==> config.mk <==
export PLATFORM = sky130hd
export DESIGN_NAME = phase_stim_clkgen_flat
export DESIGN_NICKNAME = d
export VERILOG_FILES = /design/src/rtl/phase_stim_pkg.sv /design/src/rtl/phase_stim_clkgen_if.sv /design/src/rtl/nco_clk_slice.sv /design/src/rtl/phase_stim_clkgen.sv /design/src/flat_wrapper.sv
export SDC_FILE = /design/constraint.sdc
export NUM_CORES = 1
export LEC_CHECK = 0
export ABC_AREA = 1
export CORE_MARGIN = 2
export CORE_UTILIZATION = 26
export CTS_BUF_LIST = sky130_fd_sc_hd__clkbuf_4
export CTS_CLUSTER_SIZE = 10
export DETAILED_ROUTE_END_ITERATION = 7
export GPL_ROUTABILITY_DRIVEN = 1
export PLACE_DENSITY_LB_ADDON = 0.2
export REMOVE_ABC_BUFFERS = 1
export SETUP_SLACK_MARGIN = 0.4
export SYNTH_ARGS = -nofsm -noshare
export SYNTH_HDL_FRONTEND = slang
export SYNTH_SLANG_ARGS = --single-unit
export TNS_END_PERCENT = 30
==> constraint.sdc <==
create_clock -name clk -period 2.3 [get_ports clk]
set_clock_uncertainty 0.2 [all_clocks]
set_input_delay 0.575 -clock clk [delete_from_list [all_inputs] [get_ports clk]]
set_output_delay 0.575 -clock clk [all_outputs]
set_load 0.05 [all_outputs]
==> src/rtl/phase_stim_pkg.sv <==
// Shared definitions for the phase stimulus clock generator.
//   DEF_PHASE_W  : default phase/accumulator width (1 LSB = 2^-W cycle)
//   phase_t      : signed phase word at the default width
//   cyc_to_phase : converts a fraction of a cycle into phase LSBs,
//                  truncating toward zero (elaboration-time helper)
package phase_stim_pkg;

  localparam int DEF_PHASE_W = 16;

  typedef logic signed [DEF_PHASE_W-1:0] phase_t;

  function automatic int cyc_to_phase(real cyc);
    return $rtoi(cyc * real'(longint'(1) << DEF_PHASE_W));
  endfunction

endpackage

==> src/rtl/phase_stim_clkgen_if.sv <==
// Output bundle of the phase stimulus generator.
//   en      : run enable (driven by master)
//   rphase  : reference phase, signed fraction of a cycle
//   fbphase : piecewise-linear feedback phase
//   rclk    : reference clock
//   fbclk   : feedback clock
//   tcnt    : elapsed enabled cycles
interface phase_stim_clkgen_if
  import phase_stim_pkg::*;
#(
  parameter int PHASE_W = DEF_PHASE_W,
  parameter int TCNT_W  = 32
);

  logic                      en;
  logic signed [PHASE_W-1:0] rphase;
  logic signed [PHASE_W-1:0] fbphase;
  logic                      rclk;
  logic                      fbclk;
  logic [TCNT_W-1:0]         tcnt;

  modport master (output en, input rphase, fbphase, rclk, fbclk, tcnt);
  modport slave  (input en, output rphase, fbphase, rclk, fbclk, tcnt);

endinterface

==> src/rtl/nco_clk_slice.sv <==
// One NCO output slice: adds a phase offset to the shared accumulator and
// registers the top bit of the sum as a 50%-duty clock.
//   clk, rst_n : clock, synchronous active-low reset
//   en_i       : hold the output clock when low
//   acc_i      : shared NCO accumulator (pre-update value)
//   phase_i    : signed phase offset, fraction of a cycle
//   clk_o      : registered clock output
module nco_clk_slice
  import phase_stim_pkg::*;
#(
  parameter int PHASE_W = DEF_PHASE_W
) (
  input  logic                      clk,
  input  logic                      rst_n,
  input  logic                      en_i,
  input  logic [PHASE_W-1:0]        acc_i,
  input  logic signed [PHASE_W-1:0] phase_i,
  output logic                      clk_o
);

  localparam logic [PHASE_W-1:0] HALF = {1'b1, {(PHASE_W-1){1'b0}}};

  // Sum wraps modulo one cycle, so any phase offset is legal.
  logic [PHASE_W-1:0] sum;
  logic               clk_q;

  assign sum = acc_i + phase_i;

  always_ff @(posedge clk) begin
    if (!rst_n) begin
      clk_q <= 1'b0;
    end else if (en_i) begin
      // Upper half of the cycle is the high phase of the clock.
      clk_q <= (sum >= HALF);
    end
  end

  assign clk_o = clk_q;

endmodule

==> src/rtl/phase_stim_clkgen.sv <==
// Stimulus generator for TDC/PLL benches. Produces a constant reference
// phase and a piecewise-linear feedback phase, each turned into a clock by
// an NCO slice sharing one accumulator.
//   clk   : clock, all state on the rising edge
//   rst_n : synchronous active-low reset
//   bus   : slave side of phase_stim_clkgen_if (en in; rphase, fbphase,
//           rclk, fbclk, tcnt out)
module phase_stim_clkgen
  import phase_stim_pkg::*;
#(
  parameter int PHASE_W  = DEF_PHASE_W,
  parameter int FCW      = 4096,
  parameter int DC_PHASE = 0,
  parameter int T0       = 100,
  parameter int V0       = -13107,
  parameter int T1       = 1300,
  parameter int V1       = 13107,
  parameter int TCNT_W   = 32
) (
  input logic                clk,
  input logic                rst_n,
  phase_stim_clkgen_if.slave bus
);

  // Ramp constants: whole step Q per cycle plus a Bresenham-style
  // remainder R accumulated against DT, so no runtime divider is needed.
  localparam longint DV  = longint'(V1) - longint'(V0);
  localparam longint DT  = longint'(T1) - longint'(T0);
  localparam longint Q   = DV / DT;
  localparam longint R   = ((DV < 0) ? -DV : DV) % DT;
  localparam longint S   = (DV > 0) ? 1 : ((DV < 0) ? -1 : 0);
  localparam longint LIM = longint'(1) << PHASE_W;

  localparam logic signed [PHASE_W:0]   Q_X   = (PHASE_W+1)'(Q);
  localparam logic signed [PHASE_W:0]   S_X   = (PHASE_W+1)'(S);
  localparam logic signed [PHASE_W-1:0] V0_P  = PHASE_W'(V0);
  localparam logic signed [PHASE_W-1:0] DC_P  = PHASE_W'(DC_PHASE);
  localparam logic [PHASE_W-1:0]        FCW_P = PHASE_W'(FCW);
  localparam logic [TCNT_W-1:0]         T0_T  = TCNT_W'(T0);
  localparam logic [TCNT_W-1:0]         T1_T  = TCNT_W'(T1);
  localparam logic [TCNT_W:0]           R_X   = (TCNT_W+1)'(R);
  localparam logic [TCNT_W:0]           DT_X  = (TCNT_W+1)'(DT);

  if (T1 <= T0) begin : g_bad_t
    $error("phase_stim_clkgen: T1 must exceed T0");
  end
  if (DV < -LIM || DV >= LIM) begin : g_bad_dv
    $error("phase_stim_clkgen: V1-V0 does not fit in PHASE_W+1 bits");
  end
  if (longint'(T1) >= (longint'(1) << TCNT_W)) begin : g_bad_t1
    $error("phase_stim_clkgen: T1 does not fit in TCNT_W bits");
  end
  if (FCW < 1 || longint'(FCW) > (LIM >> 1)) begin : g_bad_fcw
    $error("phase_stim_clkgen: FCW out of range");
  end

  logic [TCNT_W-1:0]         tcnt_q, tcnt_d;
  logic signed [PHASE_W-1:0] fbphase_q, fbphase_d;
  logic signed [PHASE_W-1:0] rphase_q;
  logic [TCNT_W:0]           err_q, err_d, err_sum;
  logic signed [PHASE_W:0]   fb_ext;
  logic [PHASE_W-1:0]        acc_q;
  logic                      in_ramp;
  logic                      rclk, fbclk;

  always_comb begin
    // Saturate instead of wrapping so the ramp never restarts.
    tcnt_d    = (tcnt_q == '1) ? tcnt_q : tcnt_q + 1'b1;
    in_ramp   = (tcnt_q >= T0_T) && (tcnt_q < T1_T);
    err_sum   = err_q + R_X;
    fb_ext    = (PHASE_W+1)'(fbphase_q) + Q_X;
    err_d     = err_q;
    fbphase_d = fbphase_q;
    if (in_ramp) begin
      if (err_sum >= DT_X) begin
        err_d  = err_sum - DT_X;
        fb_ext = fb_ext + S_X;
      end else begin
        err_d  = err_sum;
      end
      fbphase_d = PHASE_W'(fb_ext);
    end
  end

  always_ff @(posedge clk) begin
    if (!rst_n) begin
      tcnt_q    <= '0;
      fbphase_q <= V0_P;
      rphase_q  <= DC_P;
      err_q     <= '0;
      acc_q     <= '0;
    end else begin
      rphase_q <= DC_P;
      if (bus.en) begin
        tcnt_q    <= tcnt_d;
        fbphase_q <= fbphase_d;
        err_q     <= err_d;
        acc_q     <= acc_q + FCW_P;
      end
    end
  end

  // Both slices see the pre-update accumulator and current phase registers.
  nco_clk_slice #(.PHASE_W(PHASE_W)) u_rclk (
    .clk    (clk),
    .rst_n  (rst_n),
    .en_i   (bus.en),
    .acc_i  (acc_q),
    .phase_i(rphase_q),
    .clk_o  (rclk)
  );

  nco_clk_slice #(.PHASE_W(PHASE_W)) u_fbclk (
    .clk    (clk),
    .rst_n  (rst_n),
    .en_i   (bus.en),
    .acc_i  (acc_q),
    .phase_i(fbphase_q),
    .clk_o  (fbclk)
  );

  assign bus.rphase  = rphase_q;
  assign bus.fbphase = fbphase_q;
  assign bus.rclk    = rclk;
  assign bus.fbclk   = fbclk;
  assign bus.tcnt    = tcnt_q;

endmodule

==> src/flat_wrapper.sv <==
// flat-port wrapper written by rule: the top's interface ports become plain ports
module phase_stim_clkgen_flat import phase_stim_pkg::*;
#(
  parameter int PHASE_W  = DEF_PHASE_W,
  parameter int FCW      = 4096,
  parameter int DC_PHASE = 0,
  parameter int T0       = 100,
  parameter int V0       = -13107,
  parameter int T1       = 1300,
  parameter int V1       = 13107,
  parameter int TCNT_W   = 32
)
  (clk, rst_n, bus_en, bus_rphase, bus_fbphase, bus_rclk, bus_fbclk, bus_tcnt);
  phase_stim_clkgen_if #(.PHASE_W(PHASE_W), .TCNT_W(TCNT_W)) bus_i ();
  input logic clk;
  input logic rst_n;
  input wire logic [$bits(bus_i.en)-1:0] bus_en;
  output wire logic [$bits(bus_i.rphase)-1:0] bus_rphase;
  output wire logic [$bits(bus_i.fbphase)-1:0] bus_fbphase;
  output wire logic [$bits(bus_i.rclk)-1:0] bus_rclk;
  output wire logic [$bits(bus_i.fbclk)-1:0] bus_fbclk;
  output wire logic [$bits(bus_i.tcnt)-1:0] bus_tcnt;
  assign bus_i.en = bus_en;
  assign bus_rphase = bus_i.rphase;
  assign bus_fbphase = bus_i.fbphase;
  assign bus_rclk = bus_i.rclk;
  assign bus_fbclk = bus_i.fbclk;
  assign bus_tcnt = bus_i.tcnt;
  phase_stim_clkgen #(.PHASE_W(PHASE_W), .FCW(FCW), .DC_PHASE(DC_PHASE), .T0(T0), .V0(V0), .T1(T1), .V1(V1), .TCNT_W(TCNT_W)) u_core (.clk(clk), .rst_n(rst_n), .bus(bus_i));
endmodule
==> impl_results.md, run 1 <==
- Status: complete, but fails checks
- Failing checks: setup timing
- Ratio of cells with drive above 1 in the final layout: 0.4387
- Core Box Area: 0.02771 mm2
- Starting Density: 0.2629
- Die height: 171.4 um
- Pwr/cell area: 228.4 mW/mm2
- Skew-Pair Late Insertion Delay: 0.49 ns
- Cells after Synth: 1251
- H-tree levels: 3
- Slowest-stage cell, CP: dfxtp_2
- Final Max Tran Viols: 0
- DRC: 0
- Worst EP required: 2.47 ns
- Vias in the first global route: 8806
- Total Power: 2.787 mW
- Max Clock Freq: 379.0 MHz
- GPL Wtd Cong: 0.9120
- Fin crit share: 1.147
- Max cap viols: 0
- Antenna violations before repair: 2
- Worst-path cell chain: buf_4, nand2_1, nand2_2, nor2_4, nand2_4, buf_6, nand2_2, nor2_1, nand2_1, nand2_2, nor2_4, nand2_2, nor2_4, nand3_4, buf_6, nand2_2, nand2_1, o21ai_1, inv_1
- Clock sink count: 86
- Yosys cell types: 41
- Most frequent cells in the layout: 278 x buf_4, 272 x nand2_1, 149 x inv_1
- Synth area leaders: dfxtp_1 24%, nand2_1 19%, inv_1 8.6%, nand3_1 7.6%, nor2_1 6.3%
- Die width: 171.4 um
- CTS buffer count: 9
- Final Setup Violations: 45
- Port buffer count: 52
- DRT iter0 DRCs: 426
- HPWL after DPL: 21890 um
- GRT Overall Usage: 0.1966
- Final Util: 0.4405
- Worst-path clk slew: 0.18 ns
- Via count: 9275
- Commonest non-fill, non-tap cell in the layout: buf_4
- Max incr delay on CP: 0.35 ns
- 1st-pass router iterations: 5
- DRT Wirelength: 29450 um
- Post-synthesis cell area: 0.007283 mm2
- CTS root buf: clkbuf_4
- Routed WL per cell: 14.77 um
- Area delta synth->final: 67.57%
- Worst Hold Class: input pin to flop
- Leakage power: 5.877 nW
- Crit-path max FO: 7
- ANT nets after route: 0
- Worst path arrival time: 2.81 ns
- Top-area cell type share of the netlist area: 0.2364
- Largest net degree at the start of global routing: 53
- Longest Clk Path Bufs: 2
- GR Overflow Total: 0
- Minimum clock period: 2.639 ns
- CP endpoint kind: flop
- Hold-fix buffers at CTS: 0
- Std-Cell Rows: 61
- Final Worst Setup Slack: -0.3387 ns
- Die ar.: 0.02937 mm2
- Vias/cell: 4.651
- CP startpoint kind: flop
- Sequential share of the synthesized area: 0.2364
- EDFF count, synth: 0
- WS Path Type: flop to flop
- Fin. Hold Viols: 0
- Synth warn: 0
- Unrepaired setup endpoints after global routing: true
- Largest area contributor in the netlist: dfxtp_1
- Main synth FF type: dfxtp_1
- Post-synth ARST share: 0
- DP Worst Slack: -0.6527 ns
- Most common cell on crit path: nand2_2
- Peak supply drop: 0.0002668 V
- Number of fill cells: 2861
- Layout Nets: 1626
- Syn_area_per_cell: 5.822 um2
- CTS tree: built
- Synth Register Bits: 86
- First-pass GRT wire length: 45410 um
- IO Pins: 69
## synthesized netlist by cell type, types with 3 or more instances
| master | instances |
|---|---|
| o21ai_1 | 7 |
| a21oi_1 | 87 |
| a31oi_1 | 4 |
| clkbuf_1 | 14 |
| nand2_2 | 10 |
| nand2_1 | 361 |
| nor2_2 | 11 |
| nor4_1 | 10 |
| xnor2_1 | 9 |
| nor2_4 | 13 |
| o211ai_1 | 5 |
| nor2_8 | 3 |
| inv_1 | 167 |
| dfxtp_1 | 86 |
| o21ai_0 | 60 |
| nand3_1 | 110 |
| nand4_1 | 37 |
| nor3_1 | 41 |
| inv_2 | 10 |
| nand3b_1 | 6 |
| nor2_1 | 122 |
| ha_1 | 13 |
| buf_2 | 5 |
| xor2_1 | 19 |
| buf_4 | 18 |
## timing repair
item / in CTS / in global routing
pin swaps: 58 / 69
hold endpoints to repair: 0 / 0
endpoints found under the setup margin: 129 / 129
cloned: 0 / 6
resized for setup: 263 / 216
setup buffers: 12 / 19
## power breakdown
group          switching [mW]  internal, mW  leakage [nW]
clock network           0.635         0.451        0.0827
logic                   0.154        0.0539          5.07
registers             0.00919          1.48         0.721
total                   0.798          1.99          5.88
## critical path, delay by kind of cell (launching register included)
kind / cells / cell delay [ns]
AO/OA/AOI/OAI: 1 / 0.12
flip-flops: 1 / 0.35
AND/OR/NAND/NOR: 14 / 1.37
buffers and inverters: 4 / 0.49
## worst paths after layout
kind	start	endpoint	slack [ns]	depth (start not counted)
worst max-delay path	u_core.err_q[1]	u_core.err_q[9]	-0.34	19
worst min-delay path	rst_n	u_core.u_rclk.clk_o	0.15	3
worst max register to register	u_core.err_q[1]	u_core.err_q[9]	-0.34	19
worst min register to register	u_core.bus.fbphase[0]	u_core.bus.fbphase[0]	0.29	1
## area by class of cell
type	count	area, um2	share of cell area
multi-input combinational	961	5714	0.4682
inverter	179	678.2	0.05557
clock inverter	5	85.08	0.006972
sequential	86	1812	0.1485
antenna	2	5.005	0.0004101
timing repair buffer	373	3362	0.2755
clock buffer	10	75.07	0.006151
tap	378	473.0	0.03875
## routing by layer
layer / up-vias / wire length (um) / global-route usage
met5: - / 0 / 0
met4: 0 / 527 / 0.04311
met3: 34 / 1360 / 0.03705
met2: 196 / 14240 / 0.3364
met1: 4309 / 13320 / 0.2565
li1: 4736 / - / -
## cell families (layout without fill, tap and decap cells)
logic type      count (synthesis)  count (layout)  synth area share
simple gates                  734             735            0.4607
flops                          86              86            0.2364
fa+ha+maj                      13              13           0.02233
other cells                     1              18         0.0005149
compound gates                169             169            0.1208
xor+xnor                       28              28           0.03367
buf+inv                       220             567            0.1256
## through the flow
stage | hold slack (ns) | instances | setup TNS, ns | cell area, um2
6_report | 0.1468 | 1994 | -11.84 | 12200
3_5_place_dp | 0.2801 | 1940 | -27.58 | 10210
2_1_floorplan | 0.2640 | 1225 | -46.02 | 7097
5_1_grt | 0.09304 | 1994 | -19.72 | 12200
3_3_place_gp | 0.2848 | 1940 | -26.49 | 10210
4_1_cts | 0.1123 | 1967 | -12.42 | 11250
## sequential cells by signal (all words and copies together) (netlist names)
name / count
u_core.bus.fbphase: 16
u_core.bus.tcnt: 32
u_core.acc_q: 4
u_core.err_q: 32
u_core.u_rclk.clk_o: 1
u_core.u_fbclk.clk_o: 1
Note: power is estimated with default switching activity, not from simulation.
==> inputs of run 2 (changes only) <==
--- a/config.mk
+++ b/config.mk
@@ -7,7 +7,7 @@
 export LEC_CHECK = 0
 export ABC_AREA = 1
 export CORE_MARGIN = 2
-export CORE_UTILIZATION = 26
+export CORE_UTILIZATION = 50
 export CTS_BUF_LIST = sky130_fd_sc_hd__clkbuf_4
 export CTS_CLUSTER_SIZE = 10
 export DETAILED_ROUTE_END_ITERATION = 7
==> constraint.sdc (replaced) <==
create_clock -name clk -period 3.4 [get_ports clk]
set_clock_uncertainty 0.2 [all_clocks]
set_input_delay 0.85 -clock clk [delete_from_list [all_inputs] [get_ports clk]]
set_output_delay 0.85 -clock clk [all_outputs]
set_load 0.05 [all_outputs]
==> run 2 against run 1 <==
Clock power shrank 51%. Global-route usage up 8.4 points. Worst hold slack gained 0.17 ns. The flow now finishes without violations. Design area decreased by 31%. Cell count shrank 24%. Wire length down 23%. Non-clock buffer count fell by 293. Largest cell class unchanged. Sequential share of layout area increased by 5.7 points. Clock-buffer cell count unchanged. Utilization grew 14 points. Combinational power is 46% lower.
==> impl_results.md, run 2 (synthesized netlist as in run 1, its figures left out) <==
- Status: finished, final reports clean
- CTS root buf: clkbuf_4
- Pint: 1.185 mW (-40%)
- Std-Cell Rows: 44 (-28%)
- Ratio of cells with drive above 1 in the final layout: 0.1028 (-0.3359)
- Worst Hold Class: flop to flop
- Clock sink count: 86 (unchanged)
- Clock share of power: 0.319 (-0.071)
- Worst-path cell chain: clkdlybuf4s50_1
- Max cap viols: 0 (unchanged)
- RR Startpoint: u_core.err_q[1]
- Peak supply drop: 0.0001974 V (-26%)
- Most frequent cells in the layout: 346 x nand2_1, 166 x inv_1, 110 x nor2_1
- Crit-path max FO: 7 (unchanged)
- Largest net degree at the start of global routing: 34 (-36%)
- Leakage power: 3.877 nW (-34%)
- Unrepaired setup endpoints after global routing: true
- First-pass GRT wire length: 36060 um (-21%)
- WS Path Type: flop to output pin
- Hold WS: 0.3172 ns (+0.1703 ns)
- Slew headroom: 0.6008
- Antenna violations before repair: 1 (-1)
- GR Overflow Total: 0 (unchanged)
- Buf/Inv on CP: 1 (-3)
- Die height: 124.7 um (-27%)
- GRT Overall Usage: 0.2811 (+0.08444)
- Fin. Hold Viols: 0 (unchanged)
- GPL Wtd Cong: 1.015 (+11%)
- DRT Wirelength: 22620 um (-23%)
- Pwr/cell area: 198.1 mW/mm2 (-13%)
- Commonest non-fill, non-tap cell in the layout: nand2_1
- Seq pwr share: 0.614 (+0.078)
- Vias/cell: 5.488 (+18%)
- Die ar.: 0.01555 mm2 (-47%)
- Crit path to: bus_tcnt[25]
- Final Max Tran Viols: 0 (unchanged)
- Layout Nets: 1334 (-18%)
- Final Setup Violations: 0 (-100%)
- Core Box Area: 0.01437 mm2 (-48%)
- Die width: 124.7 um (-27%)
- Worst-path clk slew: 0.14 ns (-0.04 ns)
- CP startpoint kind: flop
- HPWL after DPL: 16810 um (-23%)
- Fin crit share: 0.8589
- CP delay by family, top: buffers and inverters
- Port buffer count: 52 (unchanged)
- ANT nets after route: 0 (unchanged)
- Sw frac: 0.2873 (+0.001112)
- Minimum clock period: 2.920 ns
- Crit path depth: 1 (-18)
- Reg2Reg Setup Slack: 0.52 ns (+0.86 ns)
- Reg2reg end: u_core.err_q[8]
- Longest Clk Path Bufs: 2 (unchanged)
- Hold-fix buffers at CTS: 0 (unchanged)
- DRT iter0 DRCs: 807 (+89%)
- Max incr delay on CP: 0.87 ns (+0.52 ns)
- Routed WL per cell: 15.00 um (+1.5%)
- Worst EP required: 2.35 ns (-0.12 ns)
- Combinational power share: 0.068 (-0.006)
- CP startpoint: u_core.bus.tcnt[25]
- 1st-pass router iterations: 5 (unchanged)
- NetSw: 477.5 uW (-40%)
- Slowest-stage cell, CP: clkdlybuf4s50_1
- CTS buffer count: 9 (unchanged)
- Area delta synth->final: 15.22%
- Vias in the first global route: 7248 (-18%)
- Skew-Pair Late Insertion Delay: 0.47 ns (-0.02 ns)
- H-tree levels: 3 (unchanged)
- Worst Reg-to-Reg Cells: 22 (+3)
- IO Pins: 69 (unchanged)
- Worst Max-Slew Pin Slew: 0.5926 ns
- Worst path arrival time: 1.87 ns (-0.94 ns)
- CTS tree: built
- Total Power: 1.662 mW (-40%)
- Starting Density: 0.5069 (+0.2440)
- Max Clock Freq: 342.4 MHz
- DRC: 0 (unchanged)
- CP endpoint kind: output pin
- Via count: 8276 (-11%)
==> run 2: changes by cell type in the layout (fill, tap and decap cells not counted), moves of 29 or more <==
cell	change
dfxtp_1	+42
dfxtp_2	-29
clkdlybuf4s50_1	+50
buf_4	-255
buf_6	-55
nor2_1	+31
nand2_2	-48
nand2_1	+74
==> run 2: power groups by stage <==
stage / combinational, mW / clock, mW / sequential, mW
after floorplan: 0.0649 / 0 / 1.05
after global placement: 0.111 / 0 / 1.04
after detailed placement: 0.112 / 0 / 1.04
after CTS: 0.112 / 0.542 / 1.02
after global routing: 0.120 / 0.579 / 1.02
final: 0.112 / 0.530 / 1.02
==> run 2: worst reg2reg max path, cell delays in order, from the launching register on <==
cell and delay [ns]:
dfxtp_1 0.35, inv_1 0.07, ha_1 0.21, inv_1 0.07, nand2_2 0.09, nand2_4 0.11, nor2_4 0.05, buf_12 0.13
nor2_8 0.14, nand2_1 0.10, nand2_1 0.07, nand2_1 0.09, nor2_2 0.16, nand2_2 0.10, nor2_4 0.19, buf_4 0.15
nand3_2 0.12, buf_4 0.17, nand2_1 0.06, nand2_1 0.06, nand3_1 0.09, nand2_1 0.05, inv_1 0.04
==> run 2: per-stage QoR <==
stage               setup TNS [ns]  instances    util  instance area (um2)  setup WS (ns)
detailed placement               0       1475  0.5542                 7963         0.3004
floorplan                   -6.230       1225       -                 7097        -0.3166
CTS                              0       1491  0.5616                 8069         0.3844
finish                           0       1508  0.5840                 8392         0.4799
global route                     0       1508  0.5840                 8392         0.3357
global placement                 0       1475  0.5542                 7963         0.2796
==> run 2: final cells by class <==
cell class | count | area, um2
Fill cell | 1456 | 5977
Multi-Input combinational cell | 962 | 4871
Sequential cell | 86 | 1727
Timing Repair Buffer | 80 | 783.3
Inverter | 179 | 674.4
Tap cell | 184 | 230.2
Clock buffer | 10 | 75.07
Clock inverter | 6 | 28.78
Antenna cell | 1 | 2.502
==> run 2: worst min path at each step <==
stage / startpoint / end / slack (ns) / depth (start not counted)
final: u_core.u_fbclk.clk_o / u_core.u_fbclk.clk_o / 0.32 / 2
after global routing: u_core.u_fbclk.clk_o / u_core.u_fbclk.clk_o / 0.33 / 2
after CTS: u_core.err_q[1] / u_core.err_q[1] / 0.31 / 2
after detailed placement: u_core.u_fbclk.clk_o / u_core.u_fbclk.clk_o / 0.28 / 2
after global placement: u_core.u_fbclk.clk_o / u_core.u_fbclk.clk_o / 0.28 / 2
after floorplan: u_core.err_q[1] / u_core.err_q[1] / 0.26 / 2
==> run 2: metal layers <==
metal	wire length (um)	share of wire	up-vias	GRT usage
met2	10270	0.45	332	0.4420
met3	1569	0.069	59	0.03608
met1	10050	0.44	3733	0.3932
li1	-	-	4152	-
met5	0	0	-	0
met4	722	0.032	0	0.1044
==> run 2: repair_timing <==
item | in CTS | in global routing
buffers inserted | 0 | 13
cloned | 0 | 3
resized for setup | 1 | 52
pin swaps | 0 | 13
setup endpoints to repair | 2 | 45
